**src/rtl/stream_deframer.sv**
```systemverilog
// stream_deframer: finds MAGIC/LEN framed packets in a word stream, forwards the payload
// with otlast, and checks the XOR trailer, reporting frame_done/frame_err pulses.
module stream_deframer #(
    parameter int         DSIZE   = 4,
    parameter logic [7:0] MAGIC   = 8'hA5,
    parameter int         MAX_LEN = 1024
) (
    input  logic                 clk,
    input  logic                 rst_n,
    input  logic                 itvalid,
    output logic                 itready,
    input  logic [DSIZE*8-1:0]   itdata,
    output logic                 otvalid,
    input  logic                 otready,
    output logic [DSIZE*8-1:0]   otdata,
    output logic                 otlast,
    output logic                 frame_done,
    output logic                 frame_err,
    output logic [1:0]           err_code,
    output logic [15:0]          frame_cnt
);
    localparam int W = DSIZE * 8;
    localparam logic [16:0] MAX_L = 17'(MAX_LEN);
    localparam logic [1:0] HUNT = 2'd0, PAYLOAD = 2'd1, CHECK = 2'd2;

    logic [1:0]   r_state;
    logic [15:0]  r_rem;
    logic [W-1:0] r_csum;
    logic         r_done;
    logic         r_err;
    logic [1:0]   r_code;
    logic [15:0]  r_frame_cnt;
    logic         w_pay;
    logic         w_acc;
    logic [15:0]  w_len;
    logic         w_magic_ok;
    logic         w_len_ok;

    assign w_pay      = r_state == PAYLOAD;
    // Ready is gated by rst_n so nothing is consumed while reset is held.
    assign itready    = rst_n & (w_pay ? otready : 1'b1);
    assign otvalid    = w_pay & itvalid;
    assign otdata     = w_pay ? itdata : '0;
    assign otlast     = w_pay & (r_rem == 16'd1);
    assign w_acc      = itvalid & itready;
    assign w_len      = itdata[15:0];
    assign w_magic_ok = itdata[W-1 -: 8] == MAGIC;
    assign w_len_ok   = (w_len != 16'd0) && ({1'b0, w_len} <= MAX_L);

    assign frame_done = r_done;
    assign frame_err  = r_err;
    assign err_code   = r_code;
    assign frame_cnt  = r_frame_cnt;

    always_ff @(posedge clk or negedge rst_n) begin
        if (!rst_n) begin
            r_state     <= HUNT;
            r_rem       <= '0;
            r_csum      <= '0;
            r_done      <= 1'b0;
            r_err       <= 1'b0;
            r_code      <= 2'd0;
            r_frame_cnt <= '0;
        end else begin
            r_done <= 1'b0;
            r_err  <= 1'b0;
            case (r_state)
                HUNT: if (w_acc) begin
                    if (!w_magic_ok) begin
                        r_err  <= 1'b1;
                        r_code <= 2'b01;
                    end else if (!w_len_ok) begin
                        r_err  <= 1'b1;
                        r_code <= 2'b10;
                    end else begin
                        r_rem   <= w_len;
                        r_csum  <= '0;
                        r_state <= PAYLOAD;
                    end
                end
                PAYLOAD: if (w_acc) begin
                    r_csum <= r_csum ^ itdata;
                    r_rem  <= r_rem - 16'd1;
                    if (r_rem == 16'd1) r_state <= CHECK;
                end
                CHECK: if (w_acc) begin
                    if (itdata == r_csum) begin
                        r_done      <= 1'b1;
                        r_frame_cnt <= r_frame_cnt + 16'd1;
                    end else begin
                        r_err  <= 1'b1;
                        r_code <= 2'b11;
                    end
                    r_state <= HUNT;
                end
                default: r_state <= HUNT;
            endcase
        end
    end
endmodule

```
**config.mk**
```make
export PLATFORM = sky130hd
export DESIGN_NAME = stream_deframer
export DESIGN_NICKNAME = d
export VERILOG_FILES = /design/src/rtl/stream_deframer.sv
export SDC_FILE = /design/constraint.sdc
export NUM_CORES = 1
export LEC_CHECK = 0
export ABC_AREA = 1
export CELL_PAD_IN_SITES_DETAIL_PLACEMENT = 1
export CELL_PAD_IN_SITES_GLOBAL_PLACEMENT = 2
export CORE_MARGIN = 3
export CORE_UTILIZATION = 30
export DETAILED_ROUTE_END_ITERATION = 6
export GPL_TIMING_DRIVEN = 0
export PLACE_DENSITY = 0.87
export SLEW_MARGIN = 20
export SYNTH_ARGS = -nofsm -noshare
export SYNTH_HDL_FRONTEND = slang
export SYNTH_SLANG_ARGS = --single-unit
```
**constraint.sdc**
```tcl
create_clock -name clk -period 3.6 [get_ports clk]
set_input_delay 0.54 -clock clk [delete_from_list [all_inputs] [get_ports clk]]
set_output_delay 0.54 -clock clk [all_outputs]
set_load 0.02 [all_outputs]
```
Yosys cells after proc, flatten, opt, wreduce, memory -nomap -nowiden:

Cells that the tools add are included.

* memory bits (read-only): 0
* output and inout bits: 55
* flip-flop bits (word level): 70
* memory bits (writable): 0
* latch bits: 0
* memories: 0
* input port bits: 36
* logic and storage cells: 71

* $lt $le $gt $ge: 1
* muxes and demuxes: 34
* $mul: 0
* eq/ne operators: 13
* shifts and indexed selects: 0
* bitwise gates (word level): 5
* $add $sub $neg: 2
* reductions and logical operators: 9
* div/mod/pow operators: 0

Operators by type and width (count)
* $mux W32: 5
* $mux W16: 4
* $pmux W32 S2: 1
* $eq A32 B32 Y1: 1
* $pmux W16 S2: 1
* $xor A32 B32 Y32: 1
* $mux W2: 11
* $add A16 B1 Y16 const B: 1
* $eq A16 B1 Y1 const B: 1
* $le A16 B11 Y1 const B: 1
* $reduce_bool A16 Y1: 1
* $sub A16 B1 Y16 const B: 1
* $ne A2 B2 Y1 const B: 5
* $reduce_and A5 Y1: 2
* $mux W1: 9
* $eq A8 B8 Y1 const B: 1
* $pmux W2 S3: 1
* $reduce_and A6 Y1: 1
* $and A1 B1 Y1: 4
* $ne A2 B1 Y1 const B: 2
* $pmux W2 S2: 1
* $reduce_bool A2 Y1: 2
* $ne A3 B3 Y1 const B: 1
* $reduce_and A3 Y1: 1
* other kinds (5): 5

Depth between registers and ports, before layout:

* depth after elaboration: 6
* gate-level depth with buffers: 13
* depth with buffers taken out: 12

Least setup slack after synthesis:

No wires, ideal clock.

* kind: register to output
* start: register r_state[1]
* end: output otlast
* data arrival time: 1630 ps
* cell stages (with the launch flop): 5
* buffers on the path: 1
* setup slack: 1430 ps
* data required time: 3060 ps
* path through: dfrtp_1 nor2_4 inv_2 clkbuf_1 nor4_1

* cells in the longest elaborated chain, start to end: 2

Ends and longest elaborated chain
* from (decl): line 26 `logic [1:0] r_state;`
* from (signal assigned): line 57 `r_state <= HUNT;`
* from (signal assigned): line 78 `r_state <= PAYLOAD;`
* from (signal assigned): line 84 `if (r_rem == 16'd1) r_state <= CHECK;`
* $eq A2 B1 Y1: line 39 `assign w_pay = r_state == PAYLOAD;`
* $and A1 B1 Y1: line 44 `assign otlast = w_pay & (r_rem == 16'd1);`
* to (decl): line 16 `output logic otlast,`

No other way between the ends.

Worst setup path after layout:

* start: register r_state[0]
* end: output otdata[11]

* cells in the longest elaborated chain, start to end: 2

Ends and longest elaborated chain
* $eq A2 B1 Y1: line 39
* $mux W32: line 43 `assign otdata = w_pay ? itdata : '0;`
* to (decl): line 15 `output logic [DSIZE*8-1:0] otdata,`

No other way between the ends.

==> summary.txt <==
Global routing
  • GRT Util Overall: 0.190
  • Initial antenna violation count: 0
  • Routing usage on met2: 0.331
  • Vias in the first global route: 5317
  • Met1 usage: 0.245
  • Grt peak-use layer: met2
  • Largest net degree at the start of global routing: 45
  • Grt total ovfl: 0
  • First-pass GRT wire length: 27.0 mm
  • Met3 track utilization from global routing: 0.0291

Layout
  • Final #Nets: 867
  • Share of cells above drive strength 1: 0.0396
  • Finished Cell Area: 0.00624 mm²
  • Most frequent cells in the layout: nand2_1, nor2_1, clkdlybuf4s50_1, inv_1, dfrtp_1
  • Most common cell after layout, fill and taps aside: nand2_1
  • Synthesis-to-finish area growth: 32.0%
  • Diode count: 0
  • Post-Layout Cell Count: 1044

STA
  • Pin slew with the least headroom to its limit: 0.655 ns
  • Setup Skew: 0.00363 ns
  • Setup-failing EPs final: 0
  • Hold Fails Final Rpt: 0
  • Period utilisation layout: 0.940
  • Min cycle time layout: 3.38 ns
  • Slew margin rel.: 0.564
  • RSZ-0062 raised after global routing: no
  • Fmax: 296 MHz
  • Max-slew violation count: 0

Synthesis
  • #FFs+latches synth: 70
  • Syn_area_per_cell: 6.51 µm²
  • Synth Warn #: 0
  • Post-Synthesis Cells: 726
  • Count of cell types in the netlist: 30
  • Synthesized cell area: 0.00473 mm²
  • Sequential area share after synthesis: 0.370
  • Syn Nets: 765

Critical path
  • Worst EP required: 3.06 ns
  • Worst reg-to-reg path cell count: 11
  • Critical path peak fanout: 10
  • Critical Path End Type: primary output
  • Critical path class: reg -> out
  • Flop2flop setup slack: 1.50 ns
  • R2r endpoint: frame_cnt[6]
  • R2r startpoint: r_state[0]
  • CP arrival: 2.84 ns
  • Worst setup SP type: register

Route
  • Post-route DRC: 0
  • DR vias: 4968
  • Wire per inst: 15.6 µm
  • Via-to-Cell Ratio: 4.76
  • Drt pass-1 iters: 4
  • Iteration-0 DRC Markers: 246
  • DRT Wirelength: 16.3 mm
  • Remaining antenna violation count after routing: 0

CTS
  • # resized after CTS: 0
  • Clk sinks: 70
  • Hold-fix buffers, CTS: 0
  • CTS tree: built
  • Post-CTS Setup Inserts: 0
  • Clock slew at reported path FFs: 0.06 ns
  • H-tree levels: 3
  • Root Buffer: clkbuf_16
  • Longest Clk Path Bufs: 2
  • Total CTS buffers: 9
  • Worst-Skew Late Latency: 0.34 ns

Pwr
  • Power per standard cell area: 315 mW/mm²
  • Sw power: 0.000478 W
  • Sequential power share: 0.404
  • P_int: 0.00149 W
  • Peak supply drop: 220 µV
  • Clk pwr share: 0.506
  • Static leakage: 2.90 nW
  • Comb pwr share: 0.090
  • Sw Ratio: 0.243

Floorplan
  • Die height: 132 µm
  • Starting density of the core: 0.309
  • Total core area: 0.0153 mm²
  • Number of I/O pins: 91
  • Die W: 132 µm
  • Die ar.: 0.0173 mm²
  • Site Rows: 45

Placement
  • RD Place Congestion: 0.871
  • Post-DP Area: 0.00592 mm²
  • HPWL Detailed: 12.8 mm
  • Port Buffer Count: 90
  • Placed insts: 1028

Run
  • Maxcap violations: 0

Run status
  • Outcome: completed

Hold path
  • Worst min-delay path class: in -> async
[stage by stage]
| stage | setup WS (ns) | utilization | power (W) | setup TNS, ns | hold WS [ns] |
|---|---|---|---|---|---|
| final | 0.217 | 0.408 | 0.00197 | 0 | 0.128 |
| after global routing | 0.0270 | 0.408 | 0.00204 | 0 | 0.153 |
| after CTS | 0.134 | 0.408 | 0.00199 | 0 | 0.136 |
| after detailed placement | 0.509 | 0.386 | 0.000987 | 0 | 0.500 |
| after global placement | -1.43 | 0.385 | 0.000981 | -136.99 | 0.474 |
| after floorplan | 1.43 | - | 0.000883 | 0 | 0.244 |
[Yosys cell counts]
cell | instances | area share
buf_6 | 6 | 0.014
nand3b_1 | 3 | 0.0048
o21ai_0 | 33 | 0.035
buf_1 | 1 | 0.00079
nand2_1 | 232 | 0.18
o21ai_2 | 1 | 0.0019
clkinv_1 | 1 | 0.00079
clkbuf_1 | 11 | 0.0087
o22ai_1 | 2 | 0.0026
nor2b_1 | 1 | 0.0013
nand4_1 | 23 | 0.030
nor4_1 | 1 | 0.0013
nor3_1 | 9 | 0.0095
inv_1 | 86 | 0.068
o21ai_1 | 23 | 0.024
ha_1 | 3 | 0.0079
xor2_1 | 25 | 0.046
nor2_4 | 1 | 0.0024
nor2_1 | 128 | 0.10
buf_2 | 3 | 0.0032
a21oi_1 | 10 | 0.011
nand3_1 | 31 | 0.033
xnor2_1 | 13 | 0.024
nand2_4 | 1 | 0.0024
dfrtp_1 | 70 | 0.37
o21bai_1 | 2 | 0.0032
nand2_2 | 1 | 0.0013
o21a_1 | 1 | 0.0016
inv_2 | 3 | 0.0024
a21boi_0 | 1 | 0.0016
[sequential cells by signal, summed over array words and instances, names as in the netlist]
| signal | cells |
|---|---|
| frame_cnt | 16 |
| err_code | 2 |
| frame_err | 1 |
| r_state | 2 |
| frame_done | 1 |
| r_rem | 16 |
| r_csum | 32 |
[cells by family after synthesis]
logic type                 Yosys count  share of synthesized area
and+or+nand+nor                    431                      0.372
buffers and inverters              111                     0.0984
AOI/OAI and AO/OA                   73                     0.0807
DFF                                 70                      0.370
xor gates and xnor gates            38                     0.0704
adders and majority gates            3                    0.00794
[power by group through the flow]
stage / Sequential [W] / Combinational [W] / Clock [W]
finish: 0.000794 / 0.000177 / 0.000995
global route: 0.000794 / 0.000199 / 0.00105
CTS: 0.000794 / 0.000180 / 0.00102
detailed placement: 0.000808 / 0.000179 / 0
global placement: 0.000809 / 0.000172 / 0
floorplan: 0.000810 / 0.0000730 / 0
[cell type report]
class,count,area [µm²]
Inverter,90,338
Clock buffer,11,243
Tap cell,211,264
Sequential cell,70,1750
Multi-Input combinational cell,545,2510
Clock inverter,5,81.3
Fill cell,2004,9070
Timing Repair Buffer,91,926
Buffer,21,128
[worst max path at each step]
stage	slack [ns]	depth (start not counted)	endpoint	start
floorplan	1.43	4	otlast	r_state[1]
global placement	-1.43	4	itready	rst_n
detailed placement	0.51	7	otdata[11]	r_state[0]
CTS	0.13	7	otdata[11]	r_state[0]
global route	0.03	7	otdata[12]	r_state[0]
finish	0.22	7	otdata[11]	r_state[0]
[critical path, stage by stage (launching register included)]
cell and delay, ns:
dfrtp_1 0.40, inv_2 0.13, nor2_4 0.09, inv_2 0.18, clkbuf_1 0.50, clkbuf_1 0.48, nor2_1 0.14, clkdlybuf4s50_1 0.57
[metal layers]
| metal | wire length (µm) | vias to the layer above |
|---|---|---|
| met5 | 0 | - |
| met4 | 235 | 0 |
| met3 | 425 | 18 |
| met2 | 8020 | 75 |
| met1 | 7570 | 2412 |
| li1 | - | 2463 |
Note: power is estimated with default switching activity, not from simulation.
